File: src/rtl/branch_predictor.sv
// Direct-mapped BTB branch predictor with 2-bit saturating counters.
// Combinational fetch lookup, execute-stage resolution/recovery and saturating perf counters.
module branch_predictor #(
  parameter int IDX_W  = 4,
  parameter int ADDR_W = 32
) (
  input  logic              clk,
  input  logic              rst,
  input  logic [ADDR_W-1:0] PCF,
  output logic              PredictionF,
  output logic [ADDR_W-1:0] PredictedPCF,
  input  logic              UpdateE,
  input  logic [ADDR_W-1:0] PCE,
  input  logic              TakenE,
  input  logic [ADDR_W-1:0] PCTargetE,
  input  logic              PredictedE,
  input  logic [ADDR_W-1:0] PredictedPCE,
  output logic              MispredictE,
  output logic [ADDR_W-1:0] RecoverPCE,
  output logic [31:0]       BranchCount,
  output logic [31:0]       MispredictCount
);

  localparam int ENTRIES = 2 ** IDX_W;
  localparam int TAG_W   = ADDR_W - IDX_W - 2;
  localparam logic [ADDR_W-1:0] PC_STEP = ADDR_W'(4);
  localparam logic [31:0]       CNT_MAX = 32'hFFFF_FFFF;

  logic              valid_r  [ENTRIES];
  logic [TAG_W-1:0]  tag_r    [ENTRIES];
  logic [ADDR_W-1:0] target_r [ENTRIES];
  logic [1:0]        ctr_r    [ENTRIES];

  logic [IDX_W-1:0]  idxF_s;
  logic [TAG_W-1:0]  tagF_s;
  logic              hitF_s;
  logic [IDX_W-1:0]  idxE_s;
  logic [TAG_W-1:0]  tagE_s;
  logic              hitE_s;
  logic [31:0]       branchCnt_r;
  logic [31:0]       mispCnt_r;

  function automatic logic [1:0] ctrInc(input logic [1:0] c);
    if (c == 2'b11) return 2'b11;
    else            return c + 2'b01;
  endfunction

  function automatic logic [1:0] ctrDec(input logic [1:0] c);
    if (c == 2'b00) return 2'b00;
    else            return c - 2'b01;
  endfunction

  // Fetch lookup: reads pre-update table contents, so same-cycle updates show up next cycle.
  always_comb begin
    idxF_s      = PCF[IDX_W+1:2];
    tagF_s      = PCF[ADDR_W-1:IDX_W+2];
    hitF_s      = valid_r[idxF_s] && (tag_r[idxF_s] == tagF_s);
    PredictionF = hitF_s && ctr_r[idxF_s][1];
    if (PredictionF) begin
      PredictedPCF = target_r[idxF_s];
    end else begin
      PredictedPCF = PCF + PC_STEP;
    end
  end

  // Execute-stage resolution: flush request and recovery PC, forced to zero when idle.
  always_comb begin
    idxE_s      = PCE[IDX_W+1:2];
    tagE_s      = PCE[ADDR_W-1:IDX_W+2];
    hitE_s      = valid_r[idxE_s] && (tag_r[idxE_s] == tagE_s);
    MispredictE = 1'b0;
    RecoverPCE  = {ADDR_W{1'b0}};
    if (UpdateE) begin
      MispredictE = (PredictedE != TakenE) || (TakenE && (PredictedPCE != PCTargetE));
      if (TakenE) begin
        RecoverPCE = PCTargetE;
      end else begin
        RecoverPCE = PCE + PC_STEP;
      end
    end else begin
      MispredictE = 1'b0;
      RecoverPCE  = {ADDR_W{1'b0}};
    end
  end

  // BTB update: train on hits, allocate only on taken misses.
  always_ff @(posedge clk or negedge rst) begin
    if (!rst) begin
      for (int i = 0; i < ENTRIES; i++) begin
        valid_r[i]  <= 1'b0;
        tag_r[i]    <= {TAG_W{1'b0}};
        target_r[i] <= {ADDR_W{1'b0}};
        ctr_r[i]    <= 2'b01;
      end
    end else if (UpdateE) begin
      if (hitE_s) begin
        if (TakenE) begin
          ctr_r[idxE_s]    <= ctrInc(ctr_r[idxE_s]);
          target_r[idxE_s] <= PCTargetE;
        end else begin
          ctr_r[idxE_s]    <= ctrDec(ctr_r[idxE_s]);
        end
      end else if (TakenE) begin
        valid_r[idxE_s]  <= 1'b1;
        tag_r[idxE_s]    <= tagE_s;
        target_r[idxE_s] <= PCTargetE;
        ctr_r[idxE_s]    <= 2'b10;
      end
    end
  end

  // Performance counters saturate instead of wrapping.
  always_ff @(posedge clk or negedge rst) begin
    if (!rst) begin
      branchCnt_r <= 32'd0;
      mispCnt_r   <= 32'd0;
    end else begin
      if (UpdateE && (branchCnt_r != CNT_MAX)) begin
        branchCnt_r <= branchCnt_r + 32'd1;
      end
      if (MispredictE && (mispCnt_r != CNT_MAX)) begin
        mispCnt_r <= mispCnt_r + 32'd1;
      end
    end
  end

  assign BranchCount     = branchCnt_r;
  assign MispredictCount = mispCnt_r;

endmodule
File: config.mk
export PLATFORM = sky130hd
export DESIGN_NAME = branch_predictor
export DESIGN_NICKNAME = d
export VERILOG_FILES = /design/src/rtl/branch_predictor.sv
export SDC_FILE = /design/constraint.sdc
export NUM_CORES = 2
export LEC_CHECK = 0
export ABC_AREA = 1
export ABC_CLOCK_PERIOD_IN_PS = 4800
export BUFFER_PORTS_ARGS = -buffer_cell sky130_fd_sc_hd__buf_2
export CAP_MARGIN = 0
export CORE_ASPECT_RATIO = 0.5
export CORE_MARGIN = 2
export CORE_UTILIZATION = 30
export DETAILED_ROUTE_END_ITERATION = 10
export PLACE_DENSITY = 0.5
export SYNTH_ARGS = -nofsm -noshare
export SYNTH_HDL_FRONTEND = slang
export SYNTH_SLANG_ARGS = --single-unit
File: constraint.sdc
create_clock -name clk -period 4.8 [get_ports clk]
set_input_delay 0.96 -clock clk [delete_from_list [all_inputs] [get_ports clk]]
set_output_delay 0.96 -clock clk [all_outputs]
set_load 0.01 [all_outputs]
## Word level (Yosys, flattened, before mapping)

Index checks and enable logic that the tools add are counted.

- $add $sub $neg: 6
- Magnitude comparators: 3
- Equality and inequality tests: 7
- Muxes and demuxes: 48
- Bitwise logic cells: 7
- Reductions and logical operators: 13

Operators by type and width:

| cell | count |
|---|---|
| 512-bit bitwise mux | 1 |
| 416-bit bitwise mux | 1 |
| 32-bit 2-to-1 mux | 9 |
| 26-bit binary-select mux with 4-bit select | 2 |
| 26-bit 2-to-1 mux | 5 |
| 32-bit binary-select mux with 4-bit select | 1 |
| 32-bit demux with 4-bit select | 1 |
| 26-bit demux with 4-bit select | 1 |
| 32-bit by 1-bit adder with 32-bit output, second input constant | 2 |
| 32-bit by 3-bit adder with 32-bit output, second input constant | 2 |
| 32-bit bitwise mux | 2 |
| 32-bit inequality test, second input constant | 2 |
| 26-bit equality test | 2 |
| 32-bit inequality test | 1 |
| 16-bit OR | 2 |
| 2-bit 2-to-1 mux | 13 |
| 16-bit AND | 1 |
| 2-bit binary-select mux with 4-bit select | 2 |
| 16-bit inverter | 1 |
| 5-bit greater-or-equal comparator, second input constant | 2 |
| 4-bit inverter with 5-bit output | 2 |
| 1-bit binary-select mux with 4-bit select | 2 |
| 2-bit demux with 4-bit select | 1 |
| 1-bit logical AND | 7 |
| 13 further kinds | 19 |

- Bits in registers: 1040
- Bits of input ports: 133
- Output and inout port bits: 130
- Word-level logic and storage cells: 150

## Depth between registers and ports, before layout

- Depth in word-level cells: 12
- Depth in mapped cells: 23
- Mapped depth without buffers: 19

## Worst setup path after synthesis

No wires, ideal clock.

- Path type: input-to-output
- From: in PCF[4]
- To: out PredictedPCF[30]
- Data arrival time: 2915 ps
- Data required time: 3840 ps
- Setup slack: 925 ps
- Cell stages on the path: 16
- Buffers on the path: 3
- Cell sequence: buf_4 nand2_2 inv_1 buf_4 buf_4 nand2_2 inv_1 nand4_1 nor2_1 nand2_1 nor3_2 nand3_1 nor3_1 xor2_1 o21ai_0 nand2_1

- Longest elaborated chain between the ends: 8
- Elaborated cells on any way between the ends: 18
- Those cells by class: add/sub (1); eq/ne (1); mux (13); bitwise (1); reduce/logical (2)

Ends and longest elaborated chain:

| what | line | text |
|---|---|---|
| from (decl) | 9 | `input logic [ADDR_W-1:0] PCF,` |
| 4-bit inverter with 5-bit output (implied by the code) | 57, 58, 60 |  |
| 26-bit binary-select mux with 4-bit select | 57 | `hitF_s = valid_r[idxF_s] && (tag_r[idxF_s] == tagF_s);` |
| 26-bit 2-to-1 mux (implied by the code) (2 in series) | 57 |  |
| 26-bit equality test | 57 |  |
| 1-bit logical AND | 57 |  |
| 1-bit logical AND | 58 | `PredictionF = hitF_s && ctr_r[idxF_s][1];` |
| 32-bit 2-to-1 mux (*) | 59 | `if (PredictionF) begin` |
| to (decl) | 11 | `output logic [ADDR_W-1:0] PredictedPCF,` |

Mark *: on every way between the ends. The rest lies on a longest branch, timed or not. The select of a mux whose other input is x is not followed.

## Final worst setup path

- From: in PCF[2]
- To: out PredictedPCF[16]

The elaborated chain is that of the path after synthesis.

==> impl_metrics.py <==
metrics = {
    "status": {
        "status": "finished, final reports clean",
    },
    "setup_path": {
        "startpoint_type": "primary input",
        "crit_path_end_kind": "primary output",
        "reg2regPathDepth": 18,
        "cp_common_cell": "buf_12",
        "cpPeakStageDelay_ns": 0.60,
        "worst-path-buf-inv": 6,
        "crit_required_ns": 3.84,
        "crit_type": "in2out",
        "worstSetupStartpoint": "PCF[2]",
        "cp-endpoint": "PredictedPCF[16]",
        "crit_fanout": 188,
        "r2r-end": "tag_r[318]",
        "r2r-start": "tag_r[134]",
        "crit_slowest_cell": "a21boi_1",
        "regToRegSetupSlack_ns": 1.64,
        "crit_cells": 10,
        "crit_chain": "buf_12, inv_8, buf_12, buf_12, o21ai_0, a21boi_1, o21ai_0, buf_4, o21ai_1, buf_2",
        "crit_arrival_ns": 3.73,
        "cp_top_family": "buffers and inverters",
    },
    "synth": {
        "ys_top_cells_by_area": "dfrtp_1, nand2_1, o21ai_0",
        "synthFlopType": "dfrtp_1",
        "synthCells": 7787,
        "yosysWarnings": 0,
        "syn-num-nets": 7927,
        "ys_seq_elements": 1040,
        "synth_edf_count": 0,
        "postSynth.asyncResetShare_pct": 100,
        "syn-cell-area_um2": 56800,
        "synth_area_per_cell_um2": 7.29,
        "yosysTopAreaCellShare_pct": 45.1,
        "yosysSeqAreaShare_pct": 45.9,
        "synth_area_leader_cell": "dfrtp_1",
        "yosysUniqueCellTypes": 52,
    },
    "cts": {
        "cts_root_buf": "clkbuf_16",
        "postCtsSetupRepairBufs": 0,
        "cts_hold_buf": 0,
        "clockBufferDepth": 3,
        "clkLatencyLatePin_ns": 0.77,
        "clk_pin_slew_ns": 0.06,
        "cts_tree": "built",
        "clock_sinks": 1040,
        "cts_buffers": 107,
        "h-tree-depth": 3,
    },
    "global_routing": {
        "grt_max_degree": 189,
        "antenna_found_initial": 13,
        "grt_pass1_vias": 49807,
        "grtUsageTotal_pct": 23.6,
        "grt_pass1_wl_um": 342000,
        "overflow": 0,
    },
    "finish": {
        "drive_gt1_share_pct": 10.2,
        "postLayoutCellArea_um2": 66000,
        "nNetsFinal": 8008,
        "synthToLayoutAreaGrowth_pct": 16.2,
    },
    "die": {
        "core_area_um2": 187000,
        "start_util_pct": 30.3,
        "die_area_um2": 193000,
        "die_y_um": 312,
        "io_pins": 263,
        "rows": 112,
        "die_x_um": 619,
    },
    "timing": {
        "fmax_ghz": 0.213,
        "tightest_slew_ns": 1.04,
        "hold_violations": 0,
        "fin_crit_ns": 4.69,
        "fin_hold_ws_ns": 0.187,
        "slew_viol_final": 0,
        "setup_viol": 0,
        "skew_ns": 0.0283,
        "finalCritPeriodShare_pct": 97.7,
        "slew_headroom_pct": 29.9,
        "tns_ns": 0,
        "rsz0062_at_grt": "true",
    },
    "min_path": {
        "hold_class": "in2async",
    },
    "routing": {
        "wl_um": 232000,
        "wire_per_inst_um": 22.1,
        "vias_per_cell": 5.10,
        "drc": 0,
        "dr.pass1.iters": 9,
        "vias": 53390,
        "drtIter0Drc": 5812,
        "postRouteAntennaNets": 0,
    },
    "place": {
        "io_buffers": 262,
        "hpwlAfterDp_um": 151000,
        "place_area_um2": 62100,
        "gp_congestion": 0.962,
    },
    "pwr": {
        "powerDensity_nw_per_um2": 390,
        "leakagePower_uw": 0.0310,
        "ir_drop_mv": 0.302,
    },
    "run": {
        "max_cap_violations": 0,
    },
}
==> where the power goes <==
group          leakage [µW]  internal, µW  total, µW  switching [µW]
logic                0.0164          1870       5220            3350
registers            0.0127         10500      11500             941
clock network       0.00184          5180       9050            3870
==> through the flow <==
stage               total power (µW)  util (%)  instances  worst slack (ns)
floorplan                      14700         -       7787             0.925
global placement               16700      33.2      10264            -0.103
detailed placement             16800      33.2      10264           -0.0721
CTS                            25800      35.2      10462            0.0492
global route                   27200      35.2      10471           -0.0924
finish                         25700      35.2      10475             0.111
==> sequential cells by signal, indices dropped and copies added (netlist names) <==
| name | count |
|---|---|
| BranchCount | 32 |
| MispredictCount | 32 |
| ctr_r | 32 |
| valid_r | 16 |
| tag_r | 416 |
| target_r | 512 |
==> final cells by class <==
class                      count  area (µm²)
antenna                       10        25.0
clock buffer                 164        3240
clock inverter                34         469
fill                       20033      121000
inverter                     782        2960
multi-input combinational   5391       25300
sequential                  1040       26000
tap                         2508        3140
timing repair buffer         546        4820
==> metal layers <==
metal / track usage (%) / vias to the layer above / part of all wire, % / wire, µm
met2: 36.4 / 1960 / 44 / 102000
li1: - / 25416 / - / -
met5: 0 / - / 0.016 / 37
met3: 3.20 / 415 / 6.5 / 15200
met4: 9.72 / 6 / 4.7 / 10800
met1: 33.1 / 25593 / 45 / 104000
==> worst min path at each step <==
stage / startpoint / endpoint / slack (ns) / cells past startpoint
floorplan: valid_r[1] / valid_r[1] / 0.43 / 2
global placement: valid_r[5] / valid_r[5] / 0.45 / 2
detailed placement: valid_r[5] / valid_r[5] / 0.45 / 2
CTS: rst / tag_r[161] / 0.18 / 1
global route: rst / tag_r[161] / 0.21 / 1
finish: rst / tag_r[161] / 0.19 / 1
==> cells by family (layout without fill, tap and decap cells) <==
family                     Yosys count  count (layout)  synth area share (%)
and+or+nand+nor                   3043            3043                  21.6
AOI/OAI and AO/OA                 2222            2222                  20.7
buffers and inverters             1356            1526                  9.81
DFF                               1040            1040                  45.9
xor gates and xnor gates           119             119                  1.84
adders and majority gates            7               7                 0.154
other                                0              10                     0
==> Yosys cell counts, types with 4 or more instances <==
library cell,n
nand2_4,9
xnor2_1,26
nor4_1,15
o211ai_1,52
ha_1,7
dfstp_2,16
o21a_1,64
buf_4,39
or2_2,4
xor2_1,93
nand2_2,10
a21boi_0,29
nor3_1,68
clkbuf_1,307
dfrtp_1,1024
o21ai_1,88
buf_1,49
nor3_2,6
buf_6,16
clkinv_1,25
nand3_1,333
a31o_2,8
inv_2,8
buf_2,162
nor2_1,535
o22ai_1,9
o21ai_0,1267
a311o_1,19
inv_1,749
nor2_2,6
nand4_1,38
a21oi_1,647
a31oi_1,5
nand2_1,2008
o2111ai_1,15
==> cells in the final DEF (no fill, tap or decap), types with 64 or more instances in the layout <==
cell type,n
nand2_1,2006
xor2_1,93
nor2_1,527
o21a_1,64
nand3_1,332
inv_1,747
buf_12,97
a21oi_1,647
o21ai_0,1267
dfrtp_1,1024
buf_4,181
buf_2,256
o21ai_1,88
clkbuf_16,113
==> timing repair <==
action                                 CTS  global route
resized for setup                        2            12
setup endpoints to repair                2            28
endpoints found under the hold margin    0             0
cloned                                   0             3
Power figures use the tool's default switching activity.
